File: src/rtl/uart_tx_fifo_pkg.sv
// uart_tx_fifo_pkg: shared FSM encoding and default FIFO geometry
package uart_tx_fifo_pkg;
  localparam int DEPTH_DEF = 16;
  localparam int AW_DEF = 4;
  typedef enum logic [1:0] {
    IDLE      = 2'd0,
    LAUNCH    = 2'd1,
    WAIT_DONE = 2'd2
  } state_e;
endpackage

File: src/rtl/uart_fifo_ram.sv
// uart_fifo_ram: DEPTH x 8 storage, synchronous write, asynchronous read
module uart_fifo_ram
  import uart_tx_fifo_pkg::*;
#(
  parameter int DEPTH = DEPTH_DEF,
  parameter int AW = AW_DEF
) (
  input  logic          clk_i,
  input  logic          we_i,
  input  logic [AW-1:0] waddr_i,
  input  logic [7:0]    wdata_i,
  input  logic [AW-1:0] raddr_i,
  output logic [7:0]    rdata_o
);
  logic [7:0] mem_q [DEPTH];
  // storage needs no reset; only written entries are ever read
  always_ff @(posedge clk_i)
    if (we_i) mem_q[waddr_i] <= wdata_i;
  assign rdata_o = mem_q[raddr_i];
endmodule

File: src/rtl/uart_tx_fifo.sv
// uart_tx_fifo: byte FIFO feeding a UART serializer with one-cycle launch pulses
module uart_tx_fifo
  import uart_tx_fifo_pkg::*;
#(
  parameter int DEPTH = DEPTH_DEF,
  parameter int AW = AW_DEF
) (
  input  logic        PCLK,
  input  logic        PRESET,
  input  logic        i_Enable,
  input  logic        i_Wr_En,
  input  logic [7:0]  i_Wr_Byte,
  input  logic        i_Flush,
  input  logic        i_Ovf_Clr,
  input  logic        i_TX_Done,
  output logic        o_TX_DV,
  output logic [7:0]  o_TX_Byte,
  output logic        o_Full,
  output logic        o_Empty,
  output logic [AW:0] o_Count,
  output logic        o_Busy,
  output logic        o_Overflow
);
  state_e        state_q;
  logic [AW-1:0] wr_ptr_q, wr_ptr_d, rd_ptr_q, rd_ptr_d;
  logic [AW:0]   count_q, count_d;
  logic          full_q, empty_q, ovf_q, ovf_d, tx_dv_q;
  logic [7:0]    tx_byte_q, rd_data;
  logic          push, launch, ovf_set;

  uart_fifo_ram #(.DEPTH(DEPTH), .AW(AW)) u_ram (
    .clk_i   (PCLK),
    .we_i    (push),
    .waddr_i (wr_ptr_q),
    .wdata_i (i_Wr_Byte),
    .raddr_i (rd_ptr_q),
    .rdata_o (rd_data)
  );

  // flush wins over push and launch; a full FIFO refuses pushes even when popping
  always_comb begin
    launch   = state_q == IDLE && i_Enable && !empty_q && !i_Flush;
    push     = i_Wr_En && !full_q && !i_Flush;
    ovf_set  = i_Wr_En && full_q && !i_Flush;
    wr_ptr_d = i_Flush ? '0 : wr_ptr_q + AW'(push);
    rd_ptr_d = i_Flush ? '0 : rd_ptr_q + AW'(launch);
    count_d  = i_Flush ? '0 : count_q + (AW+1)'(push) - (AW+1)'(launch);
    ovf_d    = ovf_set || (ovf_q && !i_Ovf_Clr);
  end

  // pointers, count and status flags, all registered from next-state count
  always_ff @(posedge PCLK)
    if (PRESET) begin
      wr_ptr_q <= '0;
      rd_ptr_q <= '0;
      count_q  <= '0;
      full_q   <= 1'b0;
      empty_q  <= 1'b1;
      ovf_q    <= 1'b0;
    end else begin
      wr_ptr_q <= wr_ptr_d;
      rd_ptr_q <= rd_ptr_d;
      count_q  <= count_d;
      full_q   <= count_d == (AW+1)'(DEPTH);
      empty_q  <= count_d == '0;
      ovf_q    <= ovf_d;
    end

  // launch FSM with registered strobe and byte
  always_ff @(posedge PCLK)
    if (PRESET) begin
      state_q   <= IDLE;
      tx_dv_q   <= 1'b0;
      tx_byte_q <= 8'h00;
    end else begin
      tx_dv_q <= launch;
      if (launch) tx_byte_q <= rd_data;
      case (state_q)
        IDLE:      if (launch) state_q <= LAUNCH;
        LAUNCH:    state_q <= WAIT_DONE;
        WAIT_DONE: if (i_TX_Done) state_q <= IDLE;
        default:   state_q <= IDLE;
      endcase
    end

  assign o_TX_DV    = tx_dv_q;
  assign o_TX_Byte  = tx_byte_q;
  assign o_Full     = full_q;
  assign o_Empty    = empty_q;
  assign o_Count    = count_q;
  assign o_Busy     = state_q != IDLE;
  assign o_Overflow = ovf_q;
endmodule
File: config.mk
export PLATFORM = sky130hd
export DESIGN_NAME = uart_tx_fifo
export DESIGN_NICKNAME = d
export VERILOG_FILES = /design/src/rtl/uart_tx_fifo_pkg.sv /design/src/rtl/uart_fifo_ram.sv /design/src/rtl/uart_tx_fifo.sv
export SDC_FILE = /design/constraint.sdc
export NUM_CORES = 1
export LEC_CHECK = 0
export CAP_MARGIN = 20
export CORE_MARGIN = 1
export CORE_UTILIZATION = 55
export DETAILED_ROUTE_END_ITERATION = 7
export PLACE_DENSITY = 0.72
export SYNTH_ARGS = -nofsm -noshare
export SYNTH_HDL_FRONTEND = slang
export SYNTH_SLANG_ARGS = --single-unit
File: constraint.sdc
create_clock -name PCLK -period 3.5 [get_ports PCLK]
set_input_delay 0.7 -clock PCLK [delete_from_list [all_inputs] [get_ports PCLK]]
set_output_delay 0.7 -clock PCLK [all_outputs]
set_load 0.05 [all_outputs]
==> metrics.md, run 1 <==
| Metric | Value |
|---|---|
| Outcome | `completed` |
| Critical R2R Capture | `o_Full$_SDFF_PP0_` |
| DRT Pass-1 Iters | `4` |
| WP data arrival | `about 3.5 ns` |
| Hold Vio Cnt, Final | `0` |
| Crit Reg-Reg Startpoint | `state_q[1]$_SDFFE_PP0P_` |
| WL per Instance | `21.3 um` |
| Ratio of cells with drive above 1 in the final layout | `0.279` |
| Async SR Flop Fraction | `0` |
| HPWL Detailed | `~7.6 mm` |
| Clock root cell | `clkbuf_8` |
| Via Count | `between 3000 and 4000` |
| Critical Path RT | `a little under 4 ns` |
| Mapped Cells | `341` |
| FP Rows | `38` |
| Critical path type | `input port to flop` |
| Critical-path cell list | `clkdlybuf4s50_1 > or3b_2 > ha_1 > inv_1 > ha_1 > fa_1 > xor2_1 > nor4b_1 > mux2i_1 > nor4b_1` |
| Initial drt markers | `270` |
| Distinct cell type count after synthesis | `34` |
| Synth warn | `0` |
| Avg Inst Size Synth | `17.9 sq um` |
| Number of routed nets with antenna violations | `0` |
| Crit-path leading delay family | `simple AND/OR/NAND/NOR gates` |
| Clock Sinks | `~160` |
| Reg2reg setup slack | `between 0.6 and 0.7 ns` |
| Die Span Y | `around 110 um` |
| Setup slack after layout | `approximately 0.41 ns` |
| # port buffers | `32` |
| Die Area | `around 12000 sq um` |
| Final worst path period need | `between 3 and 4 ns` |
| Final Cycle Share | `0.882` |
| Initial antenna violation count | `0` |
| Synthesized netlist net count | `approximately 370` |
| Pins Over Slew Limit | `0` |
| Die X | `around 110 um` |
| Hold WC Path Type | `flop to flop` |
| Critical path startpoint | `i_Wr_En` |
| Number of diodes | `0` |
| Worst setup endpoint | `o_Full$_SDFF_PP0_` |
| RSZ-0062 raised after global routing | `no` |
| Crit path max fanout | `3` |
| Total gr overflow | `0` |
| Total GRT Usage | `0.233` |
| # Post-CTS Setup Buffers | `0` |
| WP depth | `10` |
| CTS Buf Count | `17` |
| Vias in the first global route | `about 3300` |
| Sequential area share after synthesis | `0.719` |
| Worst Tran Pin Value | `about 0.69 ns` |
| Max_slew headroom | `0.538` |
| Maximum resistive drop on vdd | `approximately 0.33 mV` |
| Pwr dens | `between 500 and 600 nW/um^2` |
| Initial Util | `0.562` |
| # setup viols final | `0` |
| Synth area leader | `edfxtp_1` |
| First-pass GRT wire length | `between 15 and 20 mm` |
| Critical Path Max Stage Delay | `0.48 ns` |
| Highest-count cells in the layout ignoring fill and taps | `128 x edfxtp_1, 33 x nor2_1, 32 x clkdlybuf4s50_1` |
| Ranking of synthesized cells by area | `edfxtp_1 63%, dfxtp_1 8.9%, mux4_2 8.9%` |
| Setup tns final | `0 ns` |
| Worst reg2reg path depth | `9` |
| Worst-path clk slew | `around 0.060 ns` |
| Flops & latches, synth | `155` |
| Worst setup EP type | `flop` |
| Drt total wl | `~12 mm` |
| Area growth syn-to-layout | `19.4%` |
| Max-Cap Viols | `0` |
| TritonCTS clock tree | `done` |
| Worst skew pair latency | `0.53 ns` |
| Dominant synthesized flop cell | `edfxtp_1` |
| Leak | `between 2 and 2.5 nW` |
| Hold_buf cts | `0` |
| Post-synth top area share | `0.631` |
| Syn Std Cell Area | `6090 sq um` |
| Commonest non-fill, non-tap cell in the layout | `edfxtp_1` |
| Largest net degree at the start of global routing | `22` |
| Count of nets after finishing | `approximately 430` |
| CP max-delay cell | `clkdlybuf4s50_1` |
| Resize count post-CTS | `0` |
| # IOs | `33` |
| DRC | `0` |
| Crit start category | `input port` |
| Max clock buf depth | `2` |
| Placer congestion estimate | `slightly below 0.8` |
| Post-synth EDFFs | `128` |
| Clock skew | `roughly 0.0057 ns` |
| H-Tree Depth | `4` |
| Core area | `10800 sq um` |
| WP buf/inv | `2` |
| Max Clk Rate | `about 320 MHz` |
| Worst slack, placed | `-0.144 ns` |
| DR vias/cell | `approximately 5.7` |
-- state kept, by name, summed over array words and instances, names as in the netlist, 2 cells and up --
register	cells
o_Count	5
state_q	2
o_TX_Byte	8
wr_ptr_q	4
rd_ptr_q	4
u_ram.mem_q	128
-- worst min-delay path: cells and delay by family, from the launching register on --
kind,cells,cell delay [ns]
flops,1,0.31
simple gates,1,0.07
compound gates,1,0.06
-- cell usage after synthesis (2+ instances only) --
cell type	count
ha_1	9
clkbuf_1	3
or2_2	2
nand2_1	3
nor4b_1	2
nand3b_1	2
nand2b_1	4
nor3_2	8
edfxtp_1	128
inv_1	7
nor3_1	5
a21o_1	2
mux2_2	24
or3_1	2
mux2i_1	2
mux4_2	24
dfxtp_1	27
nand3_1	3
and2_1	8
o22ai_1	8
nor2_1	33
buf_1	3
a21oi_1	3
xnor2_1	5
buf_2	6
a221o_1	8
xor2_1	3
-- stage by stage --
step           hold slack [ns]  instances  instance area, sq um  utilization  power, mW
6_report                 0.484        556                  7280        0.671       3.94
3_3_place_gp             0.462        524                  6710        0.619       2.24
3_5_place_dp             0.477        524                  6710        0.619       2.25
5_1_grt                  0.511        556                  7280        0.671       4.05
2_1_floorplan            0.500        341                  6090            -       2.16
4_1_cts                  0.492        556                  7280        0.671       3.96
-- layer usage --
layer / GRT usage / vias up / wire, um
met3: 0.0527 / 20 / 469
met2: 0.371 / 70 / 5960
met5: 0 / - / 0
li1: - / 1466 / -
met4: 0.0861 / 0 / 199
met1: 0.317 / 1610 / 5220
-- worst min-delay path by stage --
stage                              startpoint                   endpoint  cells past startpoint
finish                  o_Overflow$_SDFF_PP0_      o_Overflow$_SDFF_PP0_                      2
global route        o_TX_Byte[5]$_SDFFE_PP0P_  o_TX_Byte[5]$_SDFFE_PP0P_                      1
CTS                 o_TX_Byte[6]$_SDFFE_PP0P_  o_TX_Byte[6]$_SDFFE_PP0P_                      1
detailed placement  o_TX_Byte[6]$_SDFFE_PP0P_  o_TX_Byte[6]$_SDFFE_PP0P_                      1
global placement        o_Overflow$_SDFF_PP0_      o_Overflow$_SDFF_PP0_                      2
floorplan             state_q[0]$_SDFFE_PP0P_    state_q[1]$_SDFFE_PP0P_                      2
-- power by group --
part	switching, mW	internal [mW]
combinational	0.111	0.0765
sequential	0.0115	2.01
clock	0.722	1.01
-- cells by family (layout without fill, tap and decap cells) --
group,after synthesis,after routing,share of synthesized area
AOI/OAI and AO/OA,22,22,0.0271
xor gates and xnor gates,8,8,0.0115
adders and majority gates,10,10,0.0218
buffers and inverters,21,96,0.0156
DFF,155,155,0.719
muxes,50,50,0.136
and+or+nand+nor,75,75,0.0684
-- layout make-up --
type	instances	area, sq um
Clock buffer	20	457
Clock inverter	12	109
Fill cell	744	3560
Inverter	7	26.3
Multi-Input combinational cell	165	1620
Sequential cell	155	4390
Tap cell	140	175
Timing Repair Buffer	57	508
(Power assumes the default switching activity.)
==> inputs of run 2 (changes only) <==
ABC_CLOCK_PERIOD_IN_PS = 3500   (was default)
SLEW_MARGIN = 20   (was default)
==> results of run 2 <==
The final DEF is identical to that of run 1; final timing and power are the same.
